`config.mk`:
```
export PLATFORM = sky130hd
export DESIGN_NAME = fft_bfly_sequencer
export DESIGN_NICKNAME = d
export VERILOG_FILES = /design/src/rtl/fft_pkg.sv /design/src/rtl/fft_dly_line.sv /design/src/rtl/fft_bfly_sequencer.sv
export SDC_FILE = /design/constraint.sdc
export NUM_CORES = 1
export LEC_CHECK = 0
export BUFFER_PORTS_ARGS = -buffer_cell sky130_fd_sc_hd__buf_4
export CAP_MARGIN = 30
export CORE_MARGIN = 8
export CORE_UTILIZATION = 54
export DETAILED_ROUTE_END_ITERATION = 7
export PLACE_DENSITY = 0.77
export REMOVE_ABC_BUFFERS = 1
export SYNTH_ARGS = -nofsm -noshare
export SYNTH_HDL_FRONTEND = slang
export SYNTH_HIERARCHICAL = 1
export SYNTH_SLANG_ARGS = --single-unit
```
`constraint.sdc`:
```
create_clock -name clk -period 2.8 [get_ports clk]
set_input_delay 0.28 -clock clk [delete_from_list [all_inputs] [get_ports clk]]
set_output_delay 0.28 -clock clk [all_outputs]
set_load 0.05 [all_outputs]
```
`src/rtl/fft_pkg.sv`:
```
// Shared types and helpers for fft_bfly_sequencer: FSM encoding, the stage-port width
// and the in-place radix-2 DIF butterfly address generator (shifts and masks only).
package fft_pkg;

    localparam int LOG2N_DEF = 3;

    typedef enum logic [1:0] {
        ST_IDLE  = 2'd0,
        ST_RUN   = 2'd1,
        ST_DRAIN = 2'd2,
        ST_DONE  = 2'd3
    } state_t;

    // Fields are sized for the largest legal FFT (LOG2N = 10); callers slice them down.
    typedef struct packed {
        logic [9:0] a0;
        logic [9:0] a1;
        logic [9:0] tw;
    } bfly_addr_t;

    function automatic int stage_w(input int log2n);
        return $clog2(log2n + 1);
    endfunction

    function automatic bfly_addr_t bfly_addr(input logic [3:0] log2n,
                                             input logic [3:0] s,
                                             input logic [9:0] b);
        bfly_addr_t r;
        logic [3:0] sh;
        logic [9:0] span;
        logic [9:0] pos;
        logic [9:0] grp;
        sh   = log2n - s - 4'd1;
        span = 10'd1 << sh;
        pos  = b & (span - 10'd1);
        grp  = b >> sh;
        r.a0 = (grp << (sh + 4'd1)) | pos;
        r.a1 = r.a0 | span;
        r.tw = pos << s;
        return r;
    endfunction

endpackage

```
`src/rtl/fft_dly_line.sv`:
```
// Parameterized register shift line with asynchronous active-low clear; output is the
// input delayed by exactly DEPTH clock cycles.
module fft_dly_line #(
    parameter int W     = 1,
    parameter int DEPTH = 1
) (
    input  logic         clk,
    input  logic         rst_n,
    input  logic [W-1:0] d_i,
    output logic [W-1:0] q_o
);

    logic [W-1:0] sr_q [DEPTH];

    always_ff @(posedge clk or negedge rst_n) begin
        if (!rst_n) begin
            for (int i = 0; i < DEPTH; i++) begin
                sr_q[i] <= '0;
            end
        end else begin
            sr_q[0] <= d_i;
            for (int i = 1; i < DEPTH; i++) begin
                sr_q[i] <= sr_q[i-1];
            end
        end
    end

    assign q_o = sr_q[DEPTH-1];

endmodule

```
`src/rtl/fft_bfly_sequencer.sv`:
```
// Sequences one shared radix-2 DIF butterfly over an in-place N-point FFT.
// Optional macro FFT_SEQ_SCALE_EN adds wr_scale (divide-by-2 per stage on write-back).
module fft_bfly_sequencer
    import fft_pkg::*;
#(
    parameter int  LOG2N    = LOG2N_DEF,
    parameter int  PIPE_LAT = 2,
    localparam int SW       = stage_w(LOG2N)
) (
    input  logic             clk,
    input  logic             rst_n,
    input  logic             start,
    output logic             busy,
    output logic             done,
    output logic [SW-1:0]    stage,
    output logic             rd_en,
    output logic [LOG2N-1:0] rd_addr0,
    output logic [LOG2N-1:0] rd_addr1,
    output logic [LOG2N-2:0] tw_addr,
    output logic             wr_en,
    output logic [LOG2N-1:0] wr_addr0,
    output logic [LOG2N-1:0] wr_addr1
`ifdef FFT_SEQ_SCALE_EN
    ,
    output logic             wr_scale
`endif
);

    localparam int BW = LOG2N - 1;
    localparam int CW = (PIPE_LAT > 1) ? $clog2(PIPE_LAT) : 1;
    localparam int DW = 1 + 2 * LOG2N;

    state_t        state_q, state_d;
    logic [SW-1:0] stage_q, stage_d;
    logic [BW-1:0] b_q, b_d;
    logic [CW-1:0] cnt_q, cnt_d;
    bfly_addr_t    addr_d;
    logic [DW-1:0] wr_bus;
    logic          unused_addr;

    always_comb begin
        state_d = state_q;
        stage_d = stage_q;
        b_d     = b_q;
        cnt_d   = cnt_q;
        unique case (state_q)
            ST_IDLE: begin
                if (start) begin
                    state_d = ST_RUN;
                    stage_d = '0;
                    b_d     = '0;
                end
            end
            ST_RUN: begin
                if (&b_q) begin
                    state_d = ST_DRAIN;
                    cnt_d   = '0;
                end else begin
                    b_d = b_q + BW'(1);
                end
            end
            // Holding reads off for PIPE_LAT cycles lets the last write of a stage land
            // just before the first read of the next one.
            ST_DRAIN: begin
                if (cnt_q == CW'(PIPE_LAT - 1)) begin
                    if (stage_q < SW'(LOG2N - 1)) begin
                        state_d = ST_RUN;
                        stage_d = stage_q + SW'(1);
                        b_d     = '0;
                    end else begin
                        state_d = ST_DONE;
                    end
                end else begin
                    cnt_d = cnt_q + CW'(1);
                end
            end
            ST_DONE: begin
                state_d = ST_IDLE;
                stage_d = '0;
            end
            default: state_d = ST_IDLE;
        endcase
        addr_d = bfly_addr(4'(LOG2N), 4'(stage_d), 10'(b_d));
    end

    assign unused_addr = ^addr_d;

    // Outputs are registered from the next state so they line up with the FSM state.
    always_ff @(posedge clk or negedge rst_n) begin
        if (!rst_n) begin
            state_q  <= ST_IDLE;
            stage_q  <= '0;
            b_q      <= '0;
            cnt_q    <= '0;
            busy     <= 1'b0;
            done     <= 1'b0;
            rd_en    <= 1'b0;
            rd_addr0 <= '0;
            rd_addr1 <= '0;
            tw_addr  <= '0;
        end else begin
            state_q  <= state_d;
            stage_q  <= stage_d;
            b_q      <= b_d;
            cnt_q    <= cnt_d;
            busy     <= (state_d == ST_RUN) || (state_d == ST_DRAIN);
            done     <= (state_d == ST_DONE);
            rd_en    <= (state_d == ST_RUN);
            rd_addr0 <= addr_d.a0[LOG2N-1:0];
            rd_addr1 <= addr_d.a1[LOG2N-1:0];
            tw_addr  <= addr_d.tw[LOG2N-2:0];
        end
    end

    assign stage = stage_q;

    fft_dly_line #(
        .W     (DW),
        .DEPTH (PIPE_LAT)
    ) u_wr_dly (
        .clk   (clk),
        .rst_n (rst_n),
        .d_i   ({rd_en, rd_addr0, rd_addr1}),
        .q_o   (wr_bus)
    );

    assign wr_en    = wr_bus[DW-1];
    assign wr_addr0 = wr_bus[2*LOG2N-1:LOG2N];
    assign wr_addr1 = wr_bus[LOG2N-1:0];

`ifdef FFT_SEQ_SCALE_EN
    assign wr_scale = wr_en;
`endif

endmodule
```
# Yosys cells after proc, flatten, opt, wreduce, memory -nomap -nowiden
# Index checks and enable logic that the tools add are counted.
# word_totals
regBits	32
inputBits	3
output_inout_bits	20
word_cells	56
# classes
n_addsub	7
n_lt_le_gt_ge	1
eq_ne	7
shifts	4
muxes	17
n_bitwise	3
reduce_logical	5
# op_table
op	count
$mux W2	11
$pmux W2 S3	2
$and A2 B10 Y10	1
$shl A1 B4 Y10 const A	1
$shl A10 B2 Y2	1
$shl A10 B4 Y3	1
$shr A2 B4 Y10	1
$sub A10 B1 Y10 const B	1
$eq A2 B2 Y1 const B	4
$pmux W2 S4	1
$or A3 B3 Y3	2
$add A2 B1 Y2 const B	2
$add A4 B1 Y4 const B	1
$eq A2 B1 Y1 const B	2
$reduce_and A2 Y1	2
$sub A3 B2 Y4 const B	1
$sub A2 B2 Y3 const A	1
$logic_not A2 Y1	1
$lt A2 B2 Y1 const B	1
$mux W1	2
$ne A2 B2 Y1 const B	1
$pmux W1 S2	1
$reduce_bool A2 Y1	1
$add A1 B1 Y1 const B	1
$logic_or A1 B1 Y1	1

# Longest topological paths before layout
# Gate-level depths: netlist (run 1).
# depth
depth_word	11
mapped_depth	9
mapped_depth_nobuf	9

# Hierarchy
# Netlist (run 1), hierarchy kept.
# by_module_without_submodules
mod	n_inst	cells_each	area_per_inst_um2	seq_area_each_um2
fft_bfly_sequencer	1	89	967.2	450.4
fft_dly_line	1	21	402.9	350.3

# Least setup slack after synthesis (run 1)
# Ideal clock, no wire load.
# synth_timing
path_type	reg2reg
startpoint	register stage_q[0], in the netlist stage[0]
endpoint	register rd_addr1[1]
arrival_ns	2.320
required_time_ns	2.674
setup_slack_ns	0.354
path_stages_with_launch	10
n_path_buf	1
path_cell_list	dfrtp_1 > inv_1 > ha_1 > nand2_1 > o211ai_2 > o21ai_4 > ha_1 > clkbuf_1 > xor2_1 > a311o_1
# synth_rtl
element	line_no	rtl
start: declaration	fft_bfly_sequencer.sv:34	logic [SW-1:0] stage_q, stage_d;
start signal: assignment	fft_bfly_sequencer.sv:103	stage_q <= stage_d;
end signal: assignment	fft_bfly_sequencer.sv:110	rd_addr1 <= addr_d.a1[LOG2N-1:0];
end: declaration	fft_bfly_sequencer.sv:18	output logic [LOG2N-1:0] rd_addr1,

==> flow_metrics.env, run 1 <==
export IMPL_avgSynthCellArea_um2=12.46
export IMPL_die_area_um2=4405
export IMPL_grt_max_degree=33
export IMPL_wire_per_inst_um=15.26
export IMPL_cts_tree="yes"
export IMPL_ff2ff_path_depth=6
export IMPL_busiest_layer="met2"
export IMPL_use_met2=0.2014
export IMPL_grt_usage=0.1250
export IMPL_critPathKind="reg -> reg"
export IMPL_syn_inst=110
export IMPL_die_w_um=66.37
export IMPL_htree_levels=2
export IMPL_ant_nets=0
export IMPL_cp_arrival_ps=2530
export IMPL_reg2reg_slack_ps=500
export IMPL_io_buffer_count=22
export IMPL_postCtsSetupRepairBufs=0
export IMPL_rsz0062_at_grt="no"
export IMPL_final_cell_mix="dfrtp_1, buf_4, nand2_1"
export IMPL_critPathRequiredTime_ps=3020
export IMPL_cts_root_buf="clkbuf_4"
export IMPL_grt_pass1_wl_mm=4.133
export IMPL_fin_crit_ps=2304
export IMPL_antenna_found_initial=0
export IMPL_drtIter0Drc=75
export IMPL_die_y_um=66.37
export IMPL_min_delay_path_depth=0
export IMPL_wirelength_mm=2.441
export IMPL_fmax_mhz=434.0
export IMPL_synth_edf_count=0
export IMPL_status="finished, final reports clean"
export IMPL_synth_distinct_cells=36
export IMPL_dpl_hpwl_mm=1.773
export IMPL_tightest_slew_ps=452.3
export IMPL_synth_ff_type="dfrtp_1"
export IMPL_drive_above_1_share=0.2846
export IMPL_fin_tns_setup_ps=0
export IMPL_clk_latency_ps=330
export IMPL_cts_sinks=32
export IMPL_via_per_inst=5.188
export IMPL_use_met1=0.1366
export IMPL_max_slew_margin=0.6953
export IMPL_core_area_um2=2432
export IMPL_gp_congestion=0.8397
export IMPL_fin_nets=140
export IMPL_worstReg2RegStart="state_q[0]"
export IMPL_layout_commonest_cell="dfrtp_1"
export IMPL_first_global_vias=895
export IMPL_areaGrowthSynthToFinish_pct=14.98
export IMPL_diodes=0
export IMPL_fill_cells=188
export IMPL_worst_setup_path_end_kind="flop"
export IMPL_syn_cell_area_um2=1370
export IMPL_synth_seq_cells=32
export IMPL_r2r_end="rd_addr1[1]"
export IMPL_gr_usage_met3=0.03898
export IMPL_ioPinCount=23
export IMPL_first_pass_iters=4
export IMPL_clk_pin_slew_ps=100
export IMPL_cts_made_buffers=5
export IMPL_holdPathEnd="u_wr_dly/q_o[2]"
export IMPL_cap_violations=0
export IMPL_ctsHoldBuffers=1
export IMPL_skew_ps=7.187
export IMPL_cts_resized=0
export IMPL_crit_path_start_kind="flop"
export IMPL_clockBufferDepth=2
export IMPL_grt_overflow=0
export IMPL_rows=18
export IMPL_hp_start="u_wr_dly/sr_q[9]"
export IMPL_hold_viol=0
export IMPL_hold_class="reg -> reg"
export IMPL_ys_warnings_count=6
export IMPL_via_count=830
export IMPL_finalMaxSlewViolations=0
export IMPL_initial_core_util=0.5633
export IMPL_finalCritPeriodShare=0.8229
export IMPL_setup_viol=0
export IMPL_yosysSeqAreaShare=0.5845
export IMPL_drc_errors=0
export IMPL_synthArstFlopShare=1.000
export IMPL_critPathMaxFanout=11
[per-layer routing]
metal  vias up  wire length (µm)
met2        21              1202
met1       403              1007
met3         6               163
met5         -                 0
li1        400                 -
met4         0                67
[logic make-up after synthesis]
| logic type | count (synthesis) | synth area share |
|---|---|---|
| buf+inv | 19 | 0.08310 |
| xor+xnor | 3 | 0.01918 |
| compound gates | 24 | 0.1370 |
| simple gates | 24 | 0.1032 |
| fa+ha+maj | 8 | 0.07306 |
| flops | 32 | 0.5845 |
[registers in the layout (all words and copies together), names as in the netlist]
name and flops:
b_q 2, state_q 2, u_wr_dly/q_o 7, rd_en 1, stage 2, rd_addr1 3, tw_addr 2, u_wr_dly/sr_q 7
rd_addr0 3, cnt_q 1, busy 1, done 1
[critical path, cell delays in order, from the launching register on]
cell	delay (ps)
dfrtp_1	550
nand2b_4	210
nand2_1	60
o21ai_2	370
ha_1	430
xor2_1	220
a311o_1	350
[cell usage after synthesis, types with 2 or more instances]
library cell / instances / area share
nand2_1: 9 / 0.025
o31ai_1: 2 / 0.011
a21oi_1: 7 / 0.026
xnor2_1: 2 / 0.013
ha_1: 8 / 0.073
buf_6: 2 / 0.016
o21ai_0: 3 / 0.011
dfrtp_1: 32 / 0.58
buf_4: 7 / 0.038
inv_1: 8 / 0.022
nand2b_1: 4 / 0.018
nor2_1: 2 / 0.0055
[layout make-up]
| type | instances | area [µm²] | area share |
|---|---|---|---|
| clock buffer | 6 | 41.29 | 0.02621 |
| clock inverter | 2 | 35.03 | 0.02224 |
| inverter | 8 | 30.03 | 0.01906 |
| multi-input combinational | 59 | 455.4 | 0.2891 |
| sequential | 32 | 800.8 | 0.5083 |
| tap | 30 | 37.54 | 0.02383 |
| timing repair buffer | 23 | 175.2 | 0.1112 |
[worst max path at each step]
stage	from	end	slack (ps)
CTS	state_q[0]	rd_addr1[1]	500
global placement	state_q[0]	rd_addr1[1]	600
global route	state_q[0]	rd_addr1[1]	320
finish	state_q[0]	rd_addr1[1]	500
floorplan	stage[0]	rd_addr1[1]	440
detailed placement	state_q[0]	rd_addr1[1]	520
[metrics by stage]
stage	util	worst slack, ps	hold WS, ps	area [µm²]	cells
after floorplan	-	441.5	-15.59	1286	99
after global placement	0.6121	602.0	224.5	1489	151
after detailed placement	0.6121	516.5	233.4	1489	151
after CTS	0.6476	498.5	349.1	1575	160
after global routing	0.6476	323.4	348.1	1575	160
final	0.6476	495.8	350.8	1575	160
Power of run 1 is not shown: default switching activity piles up to over one toggle a cycle in this logic, so the estimate is an artifact.
==> run 2: changes to the inputs <==
Settings changed: CORE_UTILIZATION 54 to 49, PLACE_DENSITY 0.77 to 0.74.
Clock period 2.8 ns to 1.9 ns, I/O delays scaled along.
==> run 2 against run 1 <==
Net effect: flip-flop and latch count unchanged; via count grew 8.7%; global-route usage down 0.85 points.
==> flow_metrics.env, run 2 (synthesis gave the netlist of run 1 again) <==
export IMPL_status="finished, final reports clean"
export IMPL_final_cell_mix="buf_4, dfrtp_1, nand2_1"
export IMPL_final_util=0.6440
export IMPL_cts_tree="yes"
export IMPL_setup_slack_ps=11.62
export IMPL_finalMaxSlewViolations=0
export IMPL_cap_violations=0
export IMPL_drive_above_1_share=0.4266
export IMPL_fin_nets=154
export IMPL_wire_per_inst_um=14.84
export IMPL_via_per_inst=5.184
export IMPL_hold_class="in -> reg"
export IMPL_fmax_mhz=529.6
export IMPL_fill_cells=204
export IMPL_hp_start="start"
export IMPL_clk_pin_slew_ps=90
export IMPL_clockBufferDepth=2
export IMPL_min_delay_path_depth=4
export IMPL_drtIter0Drc=51
export IMPL_rsz0062_at_grt="yes"
export IMPL_grt_max_degree=33
export IMPL_holdPathEnd="stage[0]"
export IMPL_drc_errors=0
export IMPL_cts_made_buffers=5
export IMPL_clk_latency_ps=330
export IMPL_layout_commonest_cell="buf_4"
export IMPL_die_y_um=68.88
export IMPL_critPathMaxFanout=4
export IMPL_die_area_um2=4744
export IMPL_antenna_found_initial=0
export IMPL_max_slew_margin=0.6918
export IMPL_skew_ps=6.278
export IMPL_first_global_vias=865
export IMPL_cts_root_buf="clkbuf_4"
export IMPL_place_ws_ps=-66.14
export IMPL_grt_usage=0.1165
export IMPL_diodes=0
export IMPL_cts_sinks=32
export IMPL_worstReg2RegStart="stage[1]"
export IMPL_ff2ff_path_depth=6
export IMPL_fin_crit_ps=1888
export IMPL_crit_path_start_kind="flop"
export IMPL_core_area_um2=2710
export IMPL_cp_arrival_ps=2100
export IMPL_dpl_hpwl_mm=1.719
export IMPL_grt_pass1_wl_mm=3.960
export IMPL_worst_setup_path_end_kind="flop"
export IMPL_ant_nets=0
export IMPL_grt_overflow=0
export IMPL_io_buffer_count=22
export IMPL_critPathKind="reg -> reg"
export IMPL_via_count=902
export IMPL_htree_levels=2
export IMPL_setup_viol=0
export IMPL_finalCritPeriodShare=0.9939
export IMPL_critPathRequiredTime_ps=2110
export IMPL_rows=19
export IMPL_r2r_end="rd_addr1[1]"
export IMPL_wirelength_mm=2.582
export IMPL_ioPinCount=23
export IMPL_initial_core_util=0.5055
export IMPL_die_w_um=68.88
export IMPL_tightest_slew_ps=462.3
export IMPL_hold_viol=0
export IMPL_gp_congestion=0.8318
export IMPL_fin_tns_setup_ps=0
export IMPL_reg2reg_slack_ps=10
export IMPL_areaGrowthSynthToFinish_pct=27.40
export IMPL_first_pass_iters=4
export IMPL_whs_ps=279.4
[run 2: changes by cell type in the layout (fill, tap and decap cells not counted), moves of 2 or more]
| cell | change |
|---|---|
| o31ai_1 | -2 |
| ha_4 | +2 |
| ha_1 | -3 |
| buf_4 | +11 |
| o31ai_2 | +2 |
| buf_6 | +3 |
[run 2: worst max path at each step]
| stage | from | slack (ps) | cells after the start | to |
|---|---|---|---|---|
| CTS | stage[0] | 10 | 10 | rd_addr1[2] |
| global route | stage[1] | -50 | 6 | rd_addr1[1] |
| floorplan | stage[0] | -460 | 8 | rd_addr1[1] |
| global placement | stage[0] | 20 | 9 | rd_addr1[2] |
| finish | stage[1] | 10 | 6 | rd_addr1[1] |
| detailed placement | stage[1] | -70 | 9 | rd_addr1[2] |
[run 2: critical path, stage by stage, from the launching register on]
cell,delay (ps)
dfrtp_1,390
buf_4,140
nand2b_1,180
a21o_1,200
a21oi_1,400
nor2_1,130
a311o_1,340
[run 2: metal layers]
metal	track usage	routed length [µm]
met1	0.1303	998
met2	0.1853	1330
met3	0.04523	206
met4	0.06767	46
met5	0	0
[run 2: what timing repair did]
item	in CTS	in global routing
pin swaps	2	4
gates resized for setup	2	14
hold buffers	1	0
hold endpoints to repair	32	0
cloned	0	0
buffers inserted	1	5
endpoints found under the setup margin	4	7
[run 2: per-stage QoR]
step                cell area, µm²  std cells
CTS                           1642        170
global placement              1558        161
detailed placement            1558        161
finish                        1745        174
floorplan                     1286         99
global route                  1745        174
[run 2: area by class of cell]
type                    instances  area (µm²)  share of cell area
flip-flops and latches         32       800.8              0.4588
multi-input cells              59       538.0              0.3082
repair buffers                 37       291.5              0.1670
clock buffers                   6       41.29             0.02366
well taps                      31       38.79             0.02222
inverters                       8       30.03             0.01720
clock inverters                 1       5.005            0.002867
Power of run 2 is left out for the same reason.
==> run 3: changes to the inputs <==
Settings changed: CTS_BUF_LIST from default to sky130_fd_sc_hd__clkbuf_8 sky130_fd_sc_hd__clkbuf_16.
==> run 3 against run 2 <==
Net effect: flip-flop and latch count did not move; largest cell class unchanged; hold slack gained 69 ps; setup slack improved by 34 ps; non-clock buffer count increased by 1; via count decreased by 1.4%.
==> flow_metrics.env, run 3 (synthesis gave the netlist of run 1 again) <==
export IMPL_grt_overflow=0
export IMPL_fin_tns_setup_ps=0
export IMPL_status="finished, final reports clean"
export IMPL_critPathMaxFanout=4
export IMPL_diodes=0
export IMPL_layout_commonest_cell="buf_4"
export IMPL_initial_core_util=0.5055
export IMPL_areaGrowthSynthToFinish_pct=30.69
export IMPL_max_slew_margin=0.7081
export IMPL_critPathRequiredTime_ps=2060
export IMPL_tightest_slew_ps=437.9
export IMPL_wl_met3_um=168
export IMPL_clk_latency_ps=270
export IMPL_whs_ps=348.3
export IMPL_skew_ps=2.870
export IMPL_cap_violations=0
export IMPL_die_area_um2=4744
export IMPL_antenna_found_initial=0
export IMPL_fin_crit_ps=1855
export IMPL_via_per_inst=5.080
export IMPL_worst_setup_path_end_kind="flop"
export IMPL_wire_per_inst_um=14.87
export IMPL_hold_class="in -> reg"
export IMPL_fin_nets=155
export IMPL_holdPathEnd="stage[0]"
export IMPL_drive_above_1_share=0.4236
export IMPL_dpl_hpwl_mm=1.719
export IMPL_cts_made_buffers=5
export IMPL_dp_cells=161
export IMPL_die_y_um=68.88
export IMPL_first_global_vias=879
export IMPL_clk_pin_slew_ps=60
export IMPL_htree_levels=2
export IMPL_reg2reg_slack_ps=50
export IMPL_place_ws_ps=-66.14
export IMPL_ioPinCount=23
export IMPL_cts_sinks=32
export IMPL_wl_met2_mm=1.321
export IMPL_setup_slack_ps=45.36
export IMPL_drc_errors=0
export IMPL_io_buffer_count=22
export IMPL_hp_start="start"
export IMPL_first_pass_iters=4
export IMPL_finalCritPeriodShare=0.9761
export IMPL_gp_congestion=0.8318
export IMPL_cts_tree="yes"
export IMPL_grt_pass1_wl_mm=3.967
export IMPL_hold_viol=0
export IMPL_worstReg2RegStart="stage[1]"
export IMPL_die_w_um=68.88
export IMPL_crit_path_start_kind="flop"
export IMPL_ff2ff_path_depth=7
export IMPL_cts_root_buf="clkbuf_8"
export IMPL_rsz0062_at_grt="yes"
export IMPL_rows=19
export IMPL_fin_cells=175
export IMPL_grt_max_degree=33
export IMPL_cp_arrival_ps=2010
export IMPL_wl_met1_mm=1.053
export IMPL_setup_viol=0
export IMPL_min_delay_path_depth=4
export IMPL_fmax_mhz=539.2
export IMPL_ant_nets=0
export IMPL_wirelength_mm=2.602
export IMPL_top_layer_used="met4"
export IMPL_grt_usage=0.1148
export IMPL_core_area_um2=2710
export IMPL_finalMaxSlewViolations=0
export IMPL_drtIter0Drc=67
export IMPL_final_cell_mix="buf_4, dfrtp_1, inv_1, nand2_1, a21oi_1"
export IMPL_clockBufferDepth=2
export IMPL_via_count=889
export IMPL_critPathKind="reg -> reg"
export IMPL_r2r_end="rd_addr1[1]"
==> run 3: cell count changes in the layout (fill, tap and decap cells not counted) <==
cell and delta:
buf_6 +1, inv_1 +1, o21ai_4 +1, clkbuf_4 -5
o31ai_2 -1, o21ai_2 -1, clkbuf_8 +5, clkbuf_1 -1
o31ai_1 +1
==> run 3: stage by stage <==
| step | util | cell area [µm²] |
|---|---|---|
| final | 0.6607 | 1790 |
| after global routing | 0.6607 | 1790 |
| after CTS | 0.6127 | 1660 |
| after detailed placement | 0.5748 | 1558 |
| after global placement | 0.5748 | 1558 |
| after floorplan | - | 1286 |
==> run 3: layer usage <==
layer	track usage	vias up
met1	0.1313	433
met3	0.04685	8
li1	-	429
met5	0	-
met4	0.06516	0
met2	0.1784	19
==> run 3: what timing repair did <==
action                                  4_1_cts  5_1_grt
hold endpoints to repair                     32        0
endpoints found under the setup margin        3        7
setup buffers                                 1        5
gates cloned                                  0        0
gates resized for setup                       1       16
pin swaps                                     1        7
hold buffers                                  1        0
==> run 3: how the worst max path moves through the flow <==
stage	startpoint	slack, ps	endpoint
5_1_grt	stage[1]	-50	rd_addr1[1]
3_3_place_gp	stage[0]	20	rd_addr1[2]
3_5_place_dp	stage[1]	-70	rd_addr1[2]
4_1_cts	stage[1]	5	rd_addr1[2]
2_1_floorplan	stage[0]	-460	rd_addr1[1]
6_report	stage[1]	50	rd_addr1[1]
==> run 3: worst max-delay path: stages, from the launching register on <==
cell and delay [ps]:
dfrtp_1 370, buf_4 140, o211ai_1 270, o21ai_4 150, ha_4 200, xnor2_4 160
buf_6 130, a311o_1 300
==> run 3: cell type report <==
cell class	instances	area, µm²
repair buffers	38	302.8
well taps	31	38.79
flip-flops and latches	32	800.8
inverters	8	30.03
multi-input cells	59	540.5
fillers	201	919.6
clock inverters	2	8.758
clock buffers	5	68.82
Power of run 3 is left out for the same reason.
